`config.mk`:
```
export PLATFORM = sky130hd
export DESIGN_NAME = irq_priority_ctrl
export DESIGN_NICKNAME = d
export VERILOG_FILES = /design/src/rtl/irq_priority_ctrl.sv
export SDC_FILE = /design/constraint.sdc
export NUM_CORES = 1
export LEC_CHECK = 0
export CORE_MARGIN = 2
export CORE_UTILIZATION = 37
export CTS_BUF_LIST = sky130_fd_sc_hd__clkbuf_4 sky130_fd_sc_hd__clkbuf_8 sky130_fd_sc_hd__clkbuf_16
export DETAILED_ROUTE_END_ITERATION = 10
export GPL_ROUTABILITY_DRIVEN = 0
export PLACE_DENSITY = 0.75
export SLEW_MARGIN = 5
export SYNTH_ARGS = -nofsm -noshare
export SYNTH_HDL_FRONTEND = slang
export SYNTH_SLANG_ARGS = --single-unit
export TNS_END_PERCENT = 20
```
`constraint.sdc`:
```
create_clock -name clk -period 1.65 [get_ports clk]
set_input_delay 0.33 -clock clk [delete_from_list [all_inputs] [get_ports clk]]
set_output_delay 0.33 -clock clk [all_outputs]
set_load 0.01 [all_outputs]
```
`src/rtl/irq_priority_ctrl.sv`:
```
// ---------------------------------------------------------------------------
// irq_priority_ctrl
//
// Fixed-priority interrupt controller driving the single 'interrupt' input of
// the jump control block. Rising edges on the request lines are latched into
// a pending register. The lowest-index pending, enabled line wins. The winner
// is issued as a one-cycle interrupt pulse together with its vector address.
// Further issues are blocked until the handler's return-from-interrupt opcode
// reaches execute, so interrupts never nest.
//
// Ports
//   clk         in   1      system clock, rising edge
//   reset       in   1      asynchronous, active-low reset
//   irq_req     in   N_IRQ  request lines; a rising edge creates a pending request
//   irq_mask    in   N_IRQ  1 = line enabled for arbitration
//   global_en   in   1      1 = new interrupts may be issued
//   op          in   6      opcode currently in execute
//   op_valid    in   1      op is a real (non-bubble) instruction
//   interrupt   out  1      one-cycle pulse to the jump control block
//   int_vector  out  16     handler address, held until the next issue
//   irq_id      out  ID_W   index of the line being serviced
//   irq_ack     out  N_IRQ  one-hot acknowledge, coincident with interrupt
//   irq_active  out  1      high while issuing and servicing
//   pending     out  N_IRQ  current pending register
//
// States
//   state       | meaning
//   ST_IDLE     | waiting for an enabled pending request
//   ST_ISSUE    | one-cycle interrupt pulse and acknowledge
//   ST_SERVICE  | handler running; waiting for a valid RETI in execute
//   ST_HOLDOFF  | one idle cycle so the return jump takes effect
// ---------------------------------------------------------------------------
module irq_priority_ctrl #(
  parameter int          N_IRQ      = 4,
  parameter int          ID_W       = 2,
  parameter logic [15:0] VEC_BASE   = 16'h0F00,
  parameter logic [15:0] VEC_STRIDE = 16'h0004,
  parameter logic [5:0]  RETI_OP    = 6'b011110
) (
  input  logic              clk,
  input  logic              reset,
  input  logic [N_IRQ-1:0]  irq_req,
  input  logic [N_IRQ-1:0]  irq_mask,
  input  logic              global_en,
  input  logic [5:0]        op,
  input  logic              op_valid,
  output logic              interrupt,
  output logic [15:0]       int_vector,
  output logic [ID_W-1:0]   irq_id,
  output logic [N_IRQ-1:0]  irq_ack,
  output logic              irq_active,
  output logic [N_IRQ-1:0]  pending
);

  typedef enum logic [1:0] {
    ST_IDLE    = 2'd0,
    ST_ISSUE   = 2'd1,
    ST_SERVICE = 2'd2,
    ST_HOLDOFF = 2'd3
  } state_t;

  state_t            state;
  logic [N_IRQ-1:0]  req_q;
  logic [N_IRQ-1:0]  req_rise;
  logic [N_IRQ-1:0]  eligible;
  logic [N_IRQ-1:0]  pending_clr;
  logic [N_IRQ-1:0]  pending_nxt;
  logic [N_IRQ-1:0]  ack_nxt;
  logic [ID_W-1:0]   winner;
  logic              win_found;
  logic [15:0]       vec_nxt;
  logic              reti_seen;

  // req_q clears on reset, so a line already high at reset release counts
  // as a fresh edge.
  assign req_rise = irq_req & ~req_q;
  assign eligible = pending & irq_mask;

  // Priority encoder: scanning downwards leaves the lowest set index.
  always_comb begin
    winner    = '0;
    win_found = 1'b0;
    for (int i = N_IRQ - 1; i >= 0; i--) begin
      if (eligible[i]) begin
        winner    = ID_W'(i);
        win_found = 1'b1;
      end
    end
  end

  // 16-bit arithmetic wraps the vector modulo 2^16.
  assign vec_nxt   = VEC_BASE + (16'(winner) * VEC_STRIDE);
  assign ack_nxt   = N_IRQ'(1) << winner;
  assign reti_seen = op_valid && (op == RETI_OP);

  // The served bit is dropped when leaving ISSUE. A new edge on that line
  // in the same cycle is OR-ed in afterwards, so the re-request is kept.
  assign pending_clr = (state == ST_ISSUE) ? (N_IRQ'(1) << irq_id) : '0;
  assign pending_nxt = (pending & ~pending_clr) | req_rise;

  always_ff @(posedge clk or negedge reset) begin
    if (!reset) begin
      req_q   <= '0;
      pending <= '0;
    end else begin
      req_q   <= irq_req;
      pending <= pending_nxt;
    end
  end

  always_ff @(posedge clk or negedge reset) begin
    if (!reset) begin
      state      <= ST_IDLE;
      interrupt  <= 1'b0;
      irq_ack    <= '0;
      irq_active <= 1'b0;
      irq_id     <= '0;
      int_vector <= '0;
    end else begin
      interrupt <= 1'b0;
      irq_ack   <= '0;
      case (state)
        ST_IDLE: begin
          if (global_en && win_found) begin
            state      <= ST_ISSUE;
            interrupt  <= 1'b1;
            irq_ack    <= ack_nxt;
            irq_active <= 1'b1;
            irq_id     <= winner;
            int_vector <= vec_nxt;
          end
        end
        ST_ISSUE: begin
          state <= ST_SERVICE;
        end
        ST_SERVICE: begin
          if (reti_seen) begin
            state      <= ST_HOLDOFF;
            irq_active <= 1'b0;
          end
        end
        ST_HOLDOFF: begin
          state <= ST_IDLE;
        end
        default: begin
          state      <= ST_IDLE;
          irq_active <= 1'b0;
        end
      endcase
    end
  end

endmodule
```
==> results.json <==
{
  "critPathCaptureType": "output pin",
  "p_per_area_mw_per_mm2": 1280,
  "io_pins": 46,
  "outcome": "finished, violations left",
  "synth_area_leaders": "dfrtp_1 (52%), buf_4 (12%), inv_1 (4.5%)",
  "p_clk_share_pct": 14.0,
  "dp.final_hpwl_um": 1520,
  "fmax_mhz": 633,
  "skew_ns": 0.00686,
  "rr_worst_depth": 5,
  "syn_area_um2": 911,
  "grt.total_usage_pct": 14.6,
  "r2r_start": "state[0]",
  "path_delay_family": "buffers and inverters",
  "via_per_inst": 4.65,
  "vias": 735,
  "finalPower_mw": 1.73,
  "ant_nets": 0,
  "hold_viol": 0,
  "utilization_pct": 59.3,
  "clk_latency_ns": 0.30,
  "wl_per_cell_um": 11.9,
  "yosysWarnings": 0,
  "fin_cells": 158,
  "drc": 2,
  "crit_path_start": "pending[1]",
  "finalSetupViolCount": 0,
  "initial_core_util_pct": 40.0,
  "swShare_pct": 35.3,
  "ys_seq_elements": 19,
  "cpPeakStageDelay_ns": 0.55,
  "cp-start-kind": "register",
  "grt_antenna_before_repair": 0,
  "ys_seq_area_share_pct": 52.2,
  "arrival_ns": 1.25,
  "synth_cell_types": 24,
  "syn_inst": 86,
  "violations": "DRC",
  "fin_crit_sh_pct": 95.8,
  "rsz0062_at_grt": "no",
  "path_cells": "clkdlybuf4s50_1",
  "die_width_um": 53.6,
  "final.setup.tns_ns": 0,
  "cts_tree": "done",
  "area_delta_synth_final_pct": 48.2,
  "period_needed_ns": 1.58,
  "nets": 152,
  "cts-root-buf": "clkbuf_4",
  "cp_slowest_cell": "clkdlybuf4s50_1",
  "grt_pass1_vias": 711,
  "crit_cells": 1,
  "crit_buf_inv": 1,
  "cts_max_level": 1,
  "dp_cells": 152,
  "grt_max_degree": 20,
  "cp_max_fo": 4,
  "p_leak_nw": 0.660,
  "synth_area_leader_cell": "dfrtp_1",
  "slew_viol_final": 0,
  "p_sw_mw": 0.610,
  "required_ns": 1.32,
  "overflow": 0,
  "hold_class": "in2async",
  "numCtsBuffers": 3,
  "die_h_um": 53.6,
  "n_antenna_cell": 0,
  "io_buffers": 35,
  "drtPass1Iterations": 7,
  "die_area_mm2": 0.00287,
  "yosys.area.top_type_share_pct": 52.2,
  "fin_area_mm2": 0.00135,
  "drt_wl_total_um": 1890,
  "clk_path_buf_depth": 2,
  "vdd_drop_max_mv": 0.702,
  "drv_cap": 0,
  "syn_area_per_cell_um2": 10.6,
  "coreArea_mm2": 0.00228,
  "p_comb_share_pct": 46.8,
  "dpl_cell_area_mm2": 0.00128,
  "grt_pass1_wl_um": 2930,
  "drive_gt1_share_pct": 14.6,
  "pwr-share-seq_pct": 39.2,
  "fillerInstances": 212,
  "rows": 17,
  "worstSetupPathType": "reg2out",
  "internal_power_mw": 1.12,
  "drtIter0Drc": 11,
  "cts_sinks": 19,
  "clk_pin_slew_ns": 0.11
}
per-stage QoR:
stage                     hold WS (ns)  setup WS (ns)
after CTS                        0.343         0.0266
after detailed placement         0.421         -0.223
after global placement           0.404         -0.160
after floorplan                 0.0344          0.194
final                            0.336         0.0697
after global routing             0.333         0.0206
cell type report:
type,count,area [um^2],share of cell area (%)
sequential,19,475,35.2
timing repair buffer,46,453,33.5
multi-input combinational,50,315,23.4
inverter,11,41.3,3.06
tap,28,35.0,2.60
clock buffer,3,22.5,1.67
clock inverter,1,7.51,0.556
power by group through the flow:
| stage | Combinational (mW) | Clock [mW] | Sequential (mW) |
|---|---|---|---|
| 3_5_place_dp | 0.795 | 0 | 0.688 |
| 6_report | 0.808 | 0.242 | 0.677 |
| 5_1_grt | 0.882 | 0.282 | 0.688 |
| 2_1_floorplan | 0.393 | 0 | 0.706 |
| 4_1_cts | 0.811 | 0.247 | 0.678 |
| 3_3_place_gp | 0.756 | 0 | 0.686 |
cells by family after synthesis:
group | count (synthesis) | synth area share, %
buffers and inverters | 26 | 16.9
DFF | 19 | 52.2
AOI/OAI and AO/OA | 17 | 13.2
and+or+nand+nor | 17 | 9.20
muxes | 3 | 3.98
adders and majority gates | 3 | 4.12
other | 1 | 0.412
Yosys cell counts (all sizes together):
library cell	count
mux2	2
ha	3
o22a	2
nand3	1
mux2i	1
nor4	1
nor3	1
nand2	8
o21ai	8
and2	1
dfrtp	19
a21oi	1
a22oi	1
conb	1
or2	1
nor4b	1
o32ai	1
a31oi	3
inv	11
buf	15
nor2	2
o2bb2ai	1
nand4b	1
worst paths after layout:
| kind | to | slack [ns] |
|---|---|---|
| worst max-delay path | pending[1] | 0.07 |
| worst min-delay path | irq_ack[1] | 0.34 |
| worst max register to register | irq_id[0] | 0.17 |
| worst min register to register | pending[0] | 0.43 |
| max in group asynchronous | irq_ack[0] | 1.12 |
| min in group clk | pending[0] | 0.43 |
what timing repair did:
action	in CTS	in global routing
setup endpoints to repair	4	9
gates resized for setup	2	9
hold buffers	0	0
setup buffers	1	1
layout by cell type (no fill, tap or decap), types with 2 or more instances in the layout:
cell type,Yosys,layout
clkbuf_4,0,3
conb_1,1,10
nand2_1,8,8
o21ai_0,8,8
inv_1,11,11
dlymetal6s2s_1,0,9
a31oi_1,3,3
o22a_1,2,2
dfrtp_1,19,19
dlygate4sd2_1,0,2
ha_1,3,3
clkdlybuf4s50_1,0,24
buf_4,15,11
nor2_1,2,2
layer usage:
layer | routed length (um) | vias up | GRT usage [%]
li1 | - | 351 | -
met5 | 0 | - | 0
met1 | 771 | 339 | 17.4
met4 | 36 | 0 | 7.69
met2 | 949 | 40 | 24.3
met3 | 127 | 5 | 3.61
state kept, by name, summed over array words and instances (netlist names):
name	count
irq_id	1
irq_active	1
irq_ack	4
int_vector	2
pending	4
state	2
req_q	4
interrupt	1
(Power assumes the default switching activity.)
